`src/rtl/seq_divider_pkg.sv`:
```
// Shared types and helpers for the sequential restoring divider.
// Width-generic helpers operate on MAX_W bits; callers truncate to their WIDTH (WIDTH <= MAX_W).
package div_pkg;

  localparam int unsigned MAX_W = 64;

  typedef enum logic [1:0] {
    IDLE,
    RUN,
    FIX
  } state_t;

  // 0 followed by width-1 ones (the most positive two's-complement value).
  function automatic logic [MAX_W-1:0] div0_fill(input int unsigned width);
    return (MAX_W'(1) << (width - 1)) - MAX_W'(1);
  endfunction

  // Two's-complement magnitude; the low width bits are correct for any width <= MAX_W.
  function automatic logic [MAX_W-1:0] abs_val(input logic [MAX_W-1:0] v, input logic neg);
    return neg ? (~v + MAX_W'(1)) : v;
  endfunction

endpackage

```
`src/rtl/seq_divider_step.sv`:
```
// One restoring shift-subtract iteration: shift in the next dividend bit, subtract if it fits.
module div_step #(
  parameter int unsigned WIDTH = 32
) (
  input  logic [WIDTH-1:0] i_rem,
  input  logic             i_bit,
  input  logic [WIDTH-1:0] i_dsr,
  output logic [WIDTH-1:0] o_rem,
  output logic             o_qbit
);

  logic [WIDTH:0]   w_shift;
  logic [WIDTH-1:0] w_diff;
  logic             w_ge;

  // Remainder stays below the divisor, so it fits in WIDTH bits; only the shifted value needs WIDTH+1.
  assign w_shift = {i_rem, i_bit};
  assign w_ge    = (w_shift >= {1'b0, i_dsr});
  assign w_diff  = w_shift[WIDTH-1:0] - i_dsr;
  assign o_rem   = w_ge ? w_diff : w_shift[WIDTH-1:0];
  assign o_qbit  = w_ge;

endmodule

```
`src/rtl/seq_divider.sv`:
```
// Fixed-latency sequential divider for div/divu: remainder to hi, quotient to lo,
// start/done handshake and a divide-by-zero flag for the exception logic.
module seq_divider #(
  parameter int unsigned WIDTH = 32
) (
  input  logic             clock,
  input  logic             reset,
  input  logic             start,
  input  logic             is_signed,
  input  logic [WIDTH-1:0] dividend,
  input  logic [WIDTH-1:0] divisor,
  output logic             busy,
  output logic             done,
  output logic             div_zero,
  output logic [WIDTH-1:0] hi,
  output logic [WIDTH-1:0] lo
);
  import div_pkg::*;

  localparam int unsigned CNT_W = $clog2(WIDTH);
  localparam logic [WIDTH-1:0] DIV0_FILL = WIDTH'(div0_fill(WIDTH));
  localparam logic [CNT_W-1:0] LAST_CNT  = CNT_W'(WIDTH - 1);

  state_t           r_state;
  logic [CNT_W-1:0] r_cnt;
  logic             r_neg_q;
  logic             r_neg_r;
  logic             r_dz_pend;
  logic [WIDTH-1:0] r_dvd;
  logic [WIDTH-1:0] r_dsr;
  logic [WIDTH-1:0] r_rem;
  logic             r_busy;
  logic             r_done;
  logic             r_div_zero;
  logic [WIDTH-1:0] r_hi;
  logic [WIDTH-1:0] r_lo;

  logic             w_neg_a;
  logic             w_neg_b;
  logic [WIDTH-1:0] w_mag_a;
  logic [WIDTH-1:0] w_mag_b;
  logic [WIDTH-1:0] w_rem_next;
  logic             w_qbit;

  assign w_neg_a = is_signed & dividend[WIDTH-1];
  assign w_neg_b = is_signed & divisor[WIDTH-1];
  assign w_mag_a = WIDTH'(abs_val(MAX_W'(dividend), w_neg_a));
  assign w_mag_b = WIDTH'(abs_val(MAX_W'(divisor), w_neg_b));

  div_step #(.WIDTH(WIDTH)) u_step (
    .i_rem  (r_rem),
    .i_bit  (r_dvd[WIDTH-1]),
    .i_dsr  (r_dsr),
    .o_rem  (w_rem_next),
    .o_qbit (w_qbit)
  );

  always_ff @(posedge clock) begin
    if (reset) begin
      r_state    <= IDLE;
      r_cnt      <= '0;
      r_neg_q    <= 1'b0;
      r_neg_r    <= 1'b0;
      r_dz_pend  <= 1'b0;
      r_dvd      <= '0;
      r_dsr      <= '0;
      r_rem      <= '0;
      r_busy     <= 1'b0;
      r_done     <= 1'b0;
      r_div_zero <= 1'b0;
      r_hi       <= '0;
      r_lo       <= '0;
    end else begin
      r_done <= 1'b0;
      unique case (r_state)
        IDLE: begin
          if (start) begin
            r_neg_q    <= w_neg_a ^ w_neg_b;
            r_neg_r    <= w_neg_a;
            r_dvd      <= w_mag_a;
            r_dsr      <= w_mag_b;
            r_rem      <= '0;
            r_cnt      <= '0;
            r_div_zero <= 1'b0;
            r_dz_pend  <= (divisor == '0);
            r_busy     <= 1'b1;
            r_state    <= (divisor == '0) ? FIX : RUN;
          end
        end
        RUN: begin
          // Quotient bits shift in behind the consumed dividend bits.
          r_dvd <= {r_dvd[WIDTH-2:0], w_qbit};
          r_rem <= w_rem_next;
          if (r_cnt == LAST_CNT) begin
            r_state <= FIX;
          end else begin
            r_cnt <= r_cnt + 1'b1;
          end
        end
        FIX: begin
          if (r_dz_pend) begin
            r_hi       <= DIV0_FILL;
            r_lo       <= DIV0_FILL;
            r_div_zero <= 1'b1;
          end else begin
            r_lo <= r_neg_q ? -r_dvd : r_dvd;
            r_hi <= r_neg_r ? -r_rem : r_rem;
          end
          r_done  <= 1'b1;
          r_busy  <= 1'b0;
          r_state <= IDLE;
        end
        default: r_state <= IDLE;
      endcase
    end
  end

  assign busy     = r_busy;
  assign done     = r_done;
  assign div_zero = r_div_zero;
  assign hi       = r_hi;
  assign lo       = r_lo;

endmodule

```
`config.mk`:
```
export PLATFORM = sky130hd
export DESIGN_NAME = seq_divider
export DESIGN_NICKNAME = d
export VERILOG_FILES = /design/src/rtl/seq_divider_pkg.sv /design/src/rtl/seq_divider_step.sv /design/src/rtl/seq_divider.sv
export SDC_FILE = /design/constraint.sdc
export NUM_CORES = 1
export LEC_CHECK = 0
export CAP_MARGIN = 20
export CORE_MARGIN = 1
export CORE_UTILIZATION = 45
export DETAILED_ROUTE_END_ITERATION = 8
export GPL_TIMING_DRIVEN = 0
export PLACE_DENSITY = 0.7
export SYNTH_ARGS = -nofsm -noshare
export SYNTH_HDL_FRONTEND = slang
export SYNTH_HIERARCHICAL = 1
export SYNTH_SLANG_ARGS = --single-unit
```
`constraint.sdc`:
```
create_clock -name clock -period 7.33 [get_ports clock]
set_clock_uncertainty 0.05 [all_clocks]
set_input_delay 1.466 -clock clock [delete_from_list [all_inputs] [get_ports clock]]
set_output_delay 1.466 -clock clock [all_outputs]
set_load 0.05 [all_outputs]
```
* Word level (Yosys, flattened, before mapping)
Cells that the tools add are included.
** Operators by class
- Add/sub/neg operators :: 6
- Multipliers :: 0
- Div/mod/pow operators :: 0
- Magnitude comparators :: 1
- Eq/ne operators :: 7
- Shift operators :: 0
- Mux-type cells :: 24
- Bitwise operators :: 5
- Reduce and logical (&&, ||, !) cells :: 10
** Operator list (count)
- 2-to-1 mux 32 bit :: 9
- one-hot mux 32 bit (2 select lines) :: 2
- adder 32 x 1 -> 32 bit, second input constant :: 2
- negator 32 bit :: 2
- inverter 32 bit :: 2
- greater-or-equal comparator 33 x 32 -> 1 bit :: 1
- logical NOT 32 bit :: 1
- subtractor 32 bit :: 1
- 2-to-1 mux 5 bit :: 2
- one-hot mux 5 bit (2 select lines) :: 1
- inequality test 2 bit, second input constant :: 4
- AND reduction 2 bit :: 4
- 2-to-1 mux 2 bit :: 3
- AND reduction 3 bit :: 2
- adder 5 x 1 -> 5 bit, second input constant :: 1
- equality test 5 bit, second input constant :: 1
- 2-to-1 mux 1 bit :: 4
- one-hot mux 1 bit (2 select lines) :: 2
- one-hot mux 2 bit (2 select lines) :: 1
- nonzero test 2 bit :: 2
- AND 1 bit :: 2
- equality test 2 x 1 -> 1 bit, second input constant :: 1
- equality test 2 bit, second input constant :: 1
- logical NOT 2 bit :: 1
- bitwise XOR 1 bit :: 1
** Storage, ports and cells
- Register bits after elaboration :: 173
- Latch bits :: 0
- RAM bits :: 0
- Bits in read-only memories :: 0
- Input bits :: 68
- Output and inout bits :: 67
- Logic and storage cells :: 66
- Memories :: 0

* Longest topological paths before layout
- Depth after elaboration :: 5
- Depth in mapped cells :: 17
- Depth with buffers taken out :: 15

* Cells and area by module
The synthesis kept the hierarchy.
** By module, submodules not included
- seq_divider :: times used 1, cells an instance 1115, area an instance 8926.1 µm², sequential area each 3463.3 µm²
- div_step :: times used 1, cells an instance 330, area an instance 2391.0 µm², sequential area each 0.0 µm²

* Least setup slack after synthesis
OpenSTA, ideal clock, no wires.
- Path kind :: input to register
- Start point :: in dividend[0]
- End point :: reg r_dvd[30]
- Setup time :: 0.136 ns
- Arrival time :: 3.472 ns
- Required time :: 7.144 ns
- Setup slack :: 3.673 ns
- Cell stages on the path :: 8
- Buffers on the path :: 0
- Path through :: inv_1 -> ha_1 -> or4b_2 -> nor4_2 -> nand2_1 -> o41ai_1 -> xor2_1 -> o22ai_1
** Between the ends
- Cells in the longest elaborated chain, start to end :: 5
** RTL lines
- start: declaration :: RTL line seq_divider.sv:10 : input logic [WIDTH-1:0] dividend,
- inverter 32 bit :: RTL line seq_divider_pkg.sv:20 : return neg ? (~v + MAX_W'(1)) : v;
- adder 32 x 1 -> 32 bit :: RTL line seq_divider_pkg.sv:20
- 2-to-1 mux 32 bit :: RTL line seq_divider_pkg.sv:20
- 2-to-1 mux 32 bit :: RTL line seq_divider.sv:77 : if (start) begin
- one-hot mux 32 bit (2 select lines) :: RTL line seq_divider.sv:75 : unique case (r_state)
- end signal: assignment :: RTL line seq_divider.sv:80 : r_dvd <= w_mag_a;
- end signal: assignment :: RTL line seq_divider.sv:92 : r_dvd <= {r_dvd[WIDTH-2:0], w_qbit};
- end: declaration :: RTL line seq_divider.sv:29 : logic [WIDTH-1:0] r_dvd;
No other way between the ends. The select of a mux whose other input is x is not followed.
A chain may end at the register's enable or synchronous reset.

* Worst setup path after layout
- Start point :: in dividend[0]
- End point :: reg r_dvd[22]
Same word-level chain as after synthesis.

==> results.py <==
metrics = {
    "synth": {
        "async_reset_ff_frac": 0,
        "ys_seq_area_frac": 0.306,
        "ys.flop_type": "dfxtp_1",
        "synth-edff-count": 0,
        "yosysWarnings": 6,
        "syn_area_um2": 11300,
        "netlist_instances": 1445,
        "syn-num-nets": 1552,
        "ys_seq_elements": 173,
        "avgSynthCellArea_um2": 7.83,
        "ys_types": 80,
    },
    "power": {
        "powerDensity_nw_per_um2": 452,
        "max-vdd-ir-drop_uv": 300,
        "p_leak_nw": 5.02,
    },
    "final_layout": {
        "final_common_cell": "dfxtp_1",
        "diodes": 0,
        "stdcell_count": 1934,
        "synthToLayoutAreaGrowth_pct": 20.4,
        "fin_util": 0.557,
        "final_nets": 1704,
        "drive_gt1_frac": 0.0540,
        "layout_common_cells": "173 x dfxtp_1, 155 x nor2_1, 133 x clkdlybuf4s50_1",
    },
    "global_route": {
        "grtUsageTotal": 0.274,
        "grt_antenna_before_repair": 1,
        "first_global_vias": 10217,
        "met3_usage": 0.0452,
        "grt_pass1_wl_mm": 56.2,
        "grt_overflow_total": 0,
        "grt_use_met2": 0.406,
        "grt_start_max_net_pins": 17,
        "grt_busiest_layer": "met1",
        "use_met1": 0.409,
    },
    "clock_network": {
        "htree_levels": 4,
        "clock-root-buffer": "clkbuf_16",
        "cts_tree": "done",
        "cts_setup_buffers": 0,
        "path_clk_slew_ns": 0.07,
        "cts_buffers": 17,
        "hold_buffers": 0,
        "clock_path_buffers": 2,
        "clk_latency_ns": 0.44,
        "clock_sinks": 173,
        "cts_resized": 0,
    },
    "floorplanning": {
        "start_util": 0.463,
        "core_area_um2": 24500,
        "rows": 57,
        "die_y_um": 161,
        "die_area_um2": 25800,
        "io_pins": 135,
        "die_x_um": 161,
    },
    "sta": {
        "setup_ws_ns": 3.18,
        "finalHoldViolations": 0,
        "period_share": 0.566,
        "period_needed_ns": 4.15,
        "max_clock_freq_mhz": 241,
        "slew_headroom": 0.410,
        "drv_slew": 0,
        "finalSetupViolations": 0,
        "rsz0062_at_grt": "no",
        "worst_slew_pin_slew_ns": 0.877,
        "worst_hold_slack_ns": 0.409,
        "fin_setup_tns_ns": 0,
    },
    "critical_path": {
        "cp-end-kind": "flop",
        "crit_fanout": 7,
        "crit_arrival_ns": 4.39,
        "start_kind": "input port",
        "worst-setup-path-type": "in -> reg",
        "required_ns": 7.58,
    },
    "route": {
        "first_pass_iters": 5,
        "routed_via_density": 5.85,
        "drc": 0,
        "wl_per_cell_um": 18.2,
        "ant_nets": 0,
        "drt_wl_total_mm": 35.2,
        "num_vias": 11314,
        "drtIter0Drc": 894,
    },
    "placed_design": {
        "io_buffer_count": 133,
        "dpl.cell_count": 1902,
        "place_ws_ns": 2.75,
        "dp_hpwl_mm": 28.0,
        "gp_congestion": 0.928,
    },
    "min_path": {
        "hold_path.class": "reg -> reg",
    },
    "run_status": {
        "status": "finished clean",
    },
    "run": {
        "max-cap-violations": 0,
    },
}
worst max-delay path: stages:
cell,delay (ns)
clkdlybuf4s50_1,0.50
inv_1,0.10
ha_1,0.19
or4b_2,0.63
nor4_2,0.51
nand2_1,0.26
o41ai_1,0.44
xor2_1,0.20
o22ai_1,0.10
per-layer routing:
layer  part of all wire  wire length [µm]
met4              0.012               431
met5            0.00023                 8
met3              0.085              2980
met2               0.42             14900
met1               0.48             16900
cell usage after synthesis (3+ instances only):
| library cell | number | share of area |
|---|---|---|
| a211oi_1 | 67 | 0.044 |
| a21o_1 | 16 | 0.011 |
| a21oi_1 | 127 | 0.056 |
| a221oi_1 | 5 | 0.0039 |
| a22oi_1 | 19 | 0.013 |
| a311oi_1 | 3 | 0.0023 |
| a31oi_1 | 9 | 0.0050 |
| and2_1 | 5 | 0.0028 |
| and3_1 | 15 | 0.0083 |
| buf_1 | 9 | 0.0030 |
| buf_2 | 4 | 0.0018 |
| buf_6 | 4 | 0.0040 |
| clkbuf_1 | 84 | 0.028 |
| dfxtp_1 | 173 | 0.31 |
| ha_1 | 38 | 0.042 |
| inv_1 | 52 | 0.017 |
| mux2_1 | 8 | 0.0080 |
| mux2_4 | 20 | 0.027 |
| mux2i_1 | 9 | 0.0080 |
| nand2_1 | 114 | 0.038 |
| nand2b_1 | 11 | 0.0061 |
| nand3_1 | 52 | 0.023 |
| nand4_1 | 13 | 0.0072 |
| nand4b_1 | 3 | 0.0023 |
| nor2_1 | 155 | 0.051 |
| nor2b_1 | 8 | 0.0044 |
| nor3_1 | 50 | 0.022 |
| nor3b_1 | 3 | 0.0020 |
| nor4_1 | 20 | 0.011 |
| o211ai_1 | 7 | 0.0046 |
| o21ai_0 | 45 | 0.020 |
| o21bai_1 | 4 | 0.0027 |
| o22ai_1 | 30 | 0.017 |
| o31ai_1 | 23 | 0.015 |
| o41ai_1 | 17 | 0.013 |
| or2_2 | 7 | 0.0039 |
| or3_1 | 18 | 0.010 |
| or4_1 | 15 | 0.010 |
| or4b_2 | 3 | 0.0027 |
| xnor2_1 | 55 | 0.043 |
| xor2_1 | 78 | 0.060 |
cells by family after synthesis:
group / share of synthesized area
mux: 0.0435
buf+inv: 0.0538
compound gates: 0.232
simple gates: 0.218
fa+ha+maj: 0.0438
flops: 0.306
xor+xnor: 0.103
metrics by stage:
step | total power [W] | instance area [µm²]
6_report | 0.00616 | 13600
4_1_cts | 0.00609 | 13600
3_5_place_dp | 0.00517 | 13100
5_1_grt | 0.00655 | 13600
2_1_floorplan | 0.00439 | 11300
3_3_place_gp | 0.00513 | 13100
flip-flops by register name (all words and copies together) (netlist names), 2 cells and up:
register	cells
hi	32
lo	32
r_dsr	32
r_dvd	32
r_rem	32
r_cnt	5
r_state	2
worst paths after layout:
path | startpoint | end | slack [ns] | cells after the start
max | dividend[0] | r_dvd[22] | 3.18 | 9
min | r_dsr[19] | r_dsr[19] | 0.41 | 2
max reg2reg | r_rem[1] | r_rem[30] | 3.76 | 13
min reg2reg | r_dsr[19] | r_dsr[19] | 0.41 | 2
power breakdown:
part           total, W  switching, W  internal (W)
Clock          0.000903      0.000419      0.000485
Sequential      0.00128      0.000226       0.00105
Combinational   0.00397       0.00205       0.00193
final cells by class:
type,count,area [µm²]
sequential,173,3460
clock buffer,18,439
clock inverter,14,134
inverter,52,195
fill,2384,10800
tap,324,405
buffer,101,414
timing repair buffer,133,1330
multi-input combinational,1119,7240
Note: power is estimated with default switching activity, not from simulation.
